`config.mk`:
```
export PLATFORM = sky130hd
export DESIGN_NAME = radio_interference_gen
export DESIGN_NICKNAME = d
export VERILOG_FILES = /design/src/rtl/radio_interference_gen.sv
export SDC_FILE = /design/constraint.sdc
export NUM_CORES = 1
export LEC_CHECK = 0
export BUFFER_PORTS_ARGS = -buffer_cell sky130_fd_sc_hd__buf_2
export CAP_MARGIN = 20
export CORE_UTILIZATION = 60
export DETAILED_ROUTE_END_ITERATION = 8
export PLACE_DENSITY = 0.84
export SLEW_MARGIN = 20
export SYNTH_ARGS = -nofsm -noshare
export SYNTH_HDL_FRONTEND = slang
export SYNTH_SLANG_ARGS = --single-unit
```
`constraint.sdc`:
```
create_clock -name clk -period 4.84 [get_ports clk]
set_input_delay 0.968 -clock clk [delete_from_list [all_inputs] [get_ports clk]]
set_output_delay 0.968 -clock clk [all_outputs]
set_load 0.01 [all_outputs]
```
`src/rtl/radio_interference_gen.sv`:
```
// radio_interference_gen: NUM_CH independent interference channels (off, fixed
// tone, frequency sweep, LFSR noise) whose square waves are summed and turned
// into one 1-bit PDM stream by a first-order sigma-delta mixer.
module radio_interference_gen #(
  parameter int          NUM_CH     = 2,
  parameter int          DIV_W      = 16,
  parameter int          TONE_DIV   = 25000,
  parameter int          SWEEP_MIN  = 10000,
  parameter int          SWEEP_MAX  = 50000,
  parameter int          SWEEP_STEP = 1000,
  parameter int          NOISE_DIV  = 50,
  parameter logic [15:0] SEED       = 16'hACE1
) (
  input  logic                clk,
  input  logic                rst_n,
  input  logic [2*NUM_CH-1:0] mode,
  output logic [NUM_CH-1:0]   ch_out,
  output logic                out
);

  localparam int SUM_W = $clog2(NUM_CH + 1);
  localparam int ACC_W = $clog2(NUM_CH) + 1;
  localparam int T_W   = SUM_W + ACC_W;

  localparam logic [DIV_W-1:0] TONE_LAST  = DIV_W'(TONE_DIV - 1);
  localparam logic [DIV_W-1:0] NOISE_LAST = DIV_W'(NOISE_DIV - 1);
  localparam logic [DIV_W-1:0] DIV_MIN    = DIV_W'(SWEEP_MIN);
  // Sweep arithmetic is done one bit wider so the step can never wrap.
  localparam logic [DIV_W:0]   STEP_EXT   = (DIV_W+1)'(SWEEP_STEP);
  localparam logic [DIV_W:0]   MAX_EXT    = (DIV_W+1)'(SWEEP_MAX);
  localparam logic [T_W-1:0]   NUM_CH_T   = T_W'(NUM_CH);

  // One Fibonacci step (taps 16,14,13,11); an all-zero register reloads its seed.
  function automatic logic [15:0] lfsr_step(input logic [15:0] l, input logic [15:0] seed);
    logic [15:0] r;
    if (l == 16'h0000) begin
      r = seed;
    end else begin
      r = {l[14:0], l[15] ^ l[13] ^ l[12] ^ l[10]};
    end
    return r;
  endfunction

  // Number of channels currently high.
  function automatic logic [SUM_W-1:0] popcount(input logic [NUM_CH-1:0] v);
    logic [SUM_W-1:0] c;
    c = '0;
    for (int k = 0; k < NUM_CH; k++) begin
      c = c + SUM_W'(v[k]);
    end
    return c;
  endfunction

  for (genvar i = 0; i < NUM_CH; i++) begin : gen_ch
    localparam logic [15:0] SEED_RAW = SEED ^ 16'(i);
    localparam logic [15:0] CH_SEED  = (SEED_RAW == 16'h0000) ? 16'h0001 : SEED_RAW;

    logic [1:0]       mode_in;
    logic [1:0]       mode_q;
    logic [DIV_W-1:0] cnt;
    logic [DIV_W-1:0] cnt_n;
    logic [DIV_W-1:0] cur_div;
    logic [DIV_W-1:0] cur_div_n;
    logic [DIV_W:0]   div_sum;
    logic             sq;
    logic             sq_n;
    logic [15:0]      lfsr;
    logic [15:0]      lfsr_n;
    logic             wave;
    logic             wave_n;
    logic             restart;

    assign mode_in   = mode[2*i +: 2];
    assign restart   = (mode_in != mode_q);
    assign div_sum   = {1'b0, cur_div} + STEP_EXT;
    assign ch_out[i] = wave;

    // Next-state logic: a mode change restarts the channel, else the captured mode counts.
    always_comb begin
      cnt_n     = cnt;
      sq_n      = sq;
      cur_div_n = cur_div;
      lfsr_n    = lfsr;
      if (restart) begin
        cnt_n     = '0;
        sq_n      = 1'b0;
        cur_div_n = DIV_MIN;
        lfsr_n    = CH_SEED;
      end else begin
        case (mode_q)
          2'd0: begin
            cnt_n = '0;
          end
          2'd1: begin
            if (cnt == TONE_LAST) begin
              cnt_n = '0;
              sq_n  = ~sq;
            end else begin
              cnt_n = cnt + DIV_W'(1);
            end
          end
          2'd2: begin
            if (cnt == cur_div - DIV_W'(1)) begin
              cnt_n = '0;
              sq_n  = ~sq;
              // The period only grows on the falling toggle, so both halves match.
              if (sq) begin
                cur_div_n = (div_sum > MAX_EXT) ? DIV_MIN : div_sum[DIV_W-1:0];
              end else begin
                cur_div_n = cur_div;
              end
            end else begin
              cnt_n = cnt + DIV_W'(1);
            end
          end
          2'd3: begin
            if (cnt == NOISE_LAST) begin
              cnt_n  = '0;
              lfsr_n = lfsr_step(lfsr, CH_SEED);
            end else begin
              cnt_n = cnt + DIV_W'(1);
            end
          end
          default: begin
            cnt_n = '0;
          end
        endcase
      end
      // The waveform reflects the state being loaded on this edge under the new mode.
      case (mode_in)
        2'd1:    wave_n = sq_n;
        2'd2:    wave_n = sq_n;
        2'd3:    wave_n = lfsr_n[0];
        default: wave_n = 1'b0;
      endcase
    end

    // Channel state and registered waveform output.
    always_ff @(posedge clk or negedge rst_n) begin
      if (!rst_n) begin
        mode_q  <= 2'd0;
        cnt     <= '0;
        sq      <= 1'b0;
        cur_div <= DIV_MIN;
        lfsr    <= CH_SEED;
        wave    <= 1'b0;
      end else begin
        mode_q  <= mode_in;
        cnt     <= cnt_n;
        sq      <= sq_n;
        cur_div <= cur_div_n;
        lfsr    <= lfsr_n;
        wave    <= wave_n;
      end
    end
  end

  logic [ACC_W-1:0] acc;
  logic [SUM_W-1:0] sum;
  logic [T_W-1:0]   t;

  // Mixer input: running accumulator plus the number of active channels.
  always_comb begin
    sum = popcount(ch_out);
    t   = T_W'(acc) + T_W'(sum);
  end

  // First-order sigma-delta: emit a 1 whenever the accumulator reaches NUM_CH.
  always_ff @(posedge clk or negedge rst_n) begin
    if (!rst_n) begin
      acc <= '0;
      out <= 1'b0;
    end else if (t >= NUM_CH_T) begin
      acc <= ACC_W'(t - NUM_CH_T);
      out <= 1'b1;
    end else begin
      acc <= ACC_W'(t);
      out <= 1'b0;
    end
  end

endmodule

```
==> flow_summary.ini <==
[status]
status = completed

[logic_synthesis]
netlist_area_um2 = 6570
synth_seq_cells = 101
netlist_instances = 732
synth_fp_nets = 761
ys_warn_count = 0
synth_edf_count = 0
synthArstFlopShare = 1.00
ys_seq_area_frac = 0.390
synth_ff_type = dfrtp_1
syn_avg_cell_area_um2 = 8.97
synthDistinctLibCells = 77

[global_route]
grt_antenna_before_repair = 0
grt_overflow_total = 0
grt_pass1_wl_um = 24000
grt_pass1_vias = 5031
grt_max_degree = 68
globalRouteTotalUtil = 0.262

[sta]
tightestPinTransition_ns = 0.914
setup_tns_ns = 0
fin_crit_ns = 3.36
fin_ws_ns = 1.48
rsz0062_at_grt = no
clock.fmax_mhz = 298
drv_slew = 0
post-route-period-util = 0.694
clock_skew_ns = 0.0172
relSlewSlack = 0.388
whs_ns = 0.523
setup_violations = 0
hold_violations = 0

[placed_design]
placed_cells = 836
gp_congestion = 0.890
dp_hpwl_um = 9680
port_buffers = 8
pre_cts_slack_ns = 1.28
post_dp_cell_area_um2 = 6580

[finish]
drive_above_1_share = 0.0978
area_growth_pct = 3.32
final_nets = 740
finalNonFillerCells = 852
fin_area_um2 = 6780
diodes = 0

[clock_network]
insertion_delay_ns = 0.39
clock_tree.root_cell = clkbuf_8
cts_resized = 0
post_cts_buffers = 0
postCtsHoldBufs = 0
htreeDepth = 3
cts_tree = done
clockBufferDepth = 2
clkSlewWorstSetupHoldPaths_ns = 0.11
numCtsBuffers = 9
clock_sinks = 101

[worst_setup_path]
crit_required_ns = 5.14
critPathCaptureType = register
crit_path_start_kind = register
critPathKind = register to register
critPathArrivalTime_ns = 3.66
crit_fanout = 12

[floorplan]
die_h_um = 107
ioPinCount = 9
fp.dieW_um = 107
start_util = 0.627
dieArea_um2 = 11400
rows = 37
core_region_area_um2 = 10500

[route]
viasPerCell = 6.23
drc = 0
drt-total-wl_um = 13600
via_count = 5310
final_antenna_net_count = 0
drtIter0Drc = 312
wl_per_cell_um = 16.0
first_pass_iters = 5

[run]
drv_cap = 0

[hold_path]
hold_class = register to register

[power]
switchingPower_uw = 433
pwr-share-seq = 0.565
power.share.combinational = 0.088
power.leakage_uw = 0.00276
clkPwrFrac = 0.346
p_sw_frac = 0.281
ir_worst_vdd_mv = 0.269
p_per_area_nw_per_um2 = 227
power.internal_uw = 1110
==> logic make-up (layout without fill, tap and decap cells) <==
group | after synthesis | after routing | synth area share
AND/OR/NAND/NOR | 299 | 299 | 0.234
AO/OA/AOI/OAI | 144 | 144 | 0.159
flip-flops | 101 | 101 | 0.390
buffers and inverters | 78 | 62 | 0.0520
XOR/XNOR | 74 | 74 | 0.0999
adder cells (fa/ha/maj) | 23 | 23 | 0.0450
multiplexers | 13 | 13 | 0.0200
==> layer usage <==
| layer | GRT usage | wire length (µm) | up-vias | share of wire |
|---|---|---|---|---|
| li1 | - | - | 2559 | - |
| met4 | 0.0724 | 150 | 0 | 0.011 |
| met1 | 0.366 | 6200 | 2562 | 0.46 |
| met3 | 0.0578 | 785 | 13 | 0.058 |
| met2 | 0.412 | 6470 | 176 | 0.48 |
| met5 | 0 | 0 | - | 0 |
==> sequential cells by signal (all words and copies together) (netlist names) <==
name,cells
gen_ch.wave,2
acc,2
out,1
gen_ch.mode_q,4
gen_ch.cur_div,26
gen_ch.sq,2
gen_ch.lfsr,32
gen_ch.cnt,32
==> cell usage in the layout, fill, tap and decap left out, drive strengths merged, types with 4 or more instances in the layout <==
cell type and count:
nor2 84, dfrtp 76, nand2 55, xnor2 47, inv 39, a21oi 33, nand3 31, xor2 27
o21ai 27, dfstp 25, nor3 22, ha 22, nor4 20, o22a 18, nand4 13, mux2i 12
and3 11, clkbuf 10, nor2b 9, buf 9, nand3b 8, a31oi 7, or2 7, nor3b 7
or4 7, nor4b 6, or3 6, a21o 6, o21bai 6, a211oi 4, a22o 4, o31ai 4
==> power by group through the flow <==
| stage | clock (µW) | combinational, µW | sequential [µW] |
|---|---|---|---|
| floorplan | 0 | 86.3 | 886 |
| global placement | 0 | 127 | 885 |
| detailed placement | 0 | 137 | 886 |
| CTS | 544 | 138 | 871 |
| global route | 573 | 157 | 872 |
| finish | 534 | 136 | 871 |
==> final cells by class <==
cell class / count / area, µm²
clock buffers: 10 / 128
well taps: 136 / 170
clock inverters: 6 / 68.8
inverters: 37 / 139
repair buffers: 9 / 50.0
fillers: 844 / 3680
multi-input cells: 553 / 3670
flip-flops and latches: 101 / 2560
==> critical path, stage by stage, from the launching register on <==
cell and delay, ns:
dfrtp_1 0.53, ha_1 0.35, nor3_1 0.44, a21oi_1 0.22, nand3b_1 0.14, a21oi_1 0.06
o2bb2a_1 0.44, nor2_1 0.42, nand2_1 0.34, o31ai_1 0.32
==> through the flow <==
stage          total power [µW]  utilization
3_3_place_gp               1010        0.629
6_report                   1540        0.648
4_1_cts                    1550        0.648
5_1_grt                    1600        0.648
3_5_place_dp               1020        0.629
2_1_floorplan               972            -
==> cells in the mapped netlist, drive strengths merged, types with 25 or more instances <==
library cell	instances	area, µm²
xnor2	47	419
nand2	55	206
inv	37	139
dfrtp	76	1900
clkbuf	25	93.8
xor2	27	236
dfstp	25	657
nand3	31	155
nor2	84	315
a21oi	33	165
o21ai	27	139
==> worst paths after layout <==
check                           cells past startpoint                                 to                        startpoint  slack [ns]
min in group asynchronous                           1  gen_ch[0].cur_div[15]$_DFFE_PN0P_                             rst_n        0.66
worst max register to register                      9  gen_ch[0].cur_div[15]$_DFFE_PN0P_  gen_ch[0].cur_div[3]$_DFFE_PN0P_        1.48
worst min register to register                      1         gen_ch[0].cnt[0]$_DFF_PN0_        gen_ch[0].cnt[0]$_DFF_PN0_        0.52
worst max-delay path                                9  gen_ch[0].cur_div[15]$_DFFE_PN0P_  gen_ch[0].cur_div[3]$_DFFE_PN0P_        1.48
max in group asynchronous                           2   gen_ch[1].cur_div[8]$_DFFE_PN1P_                             rst_n        3.17
worst min-delay path                                1         gen_ch[0].cnt[0]$_DFF_PN0_        gen_ch[0].cnt[0]$_DFF_PN0_        0.52
Note: power is estimated with default switching activity, not from simulation.
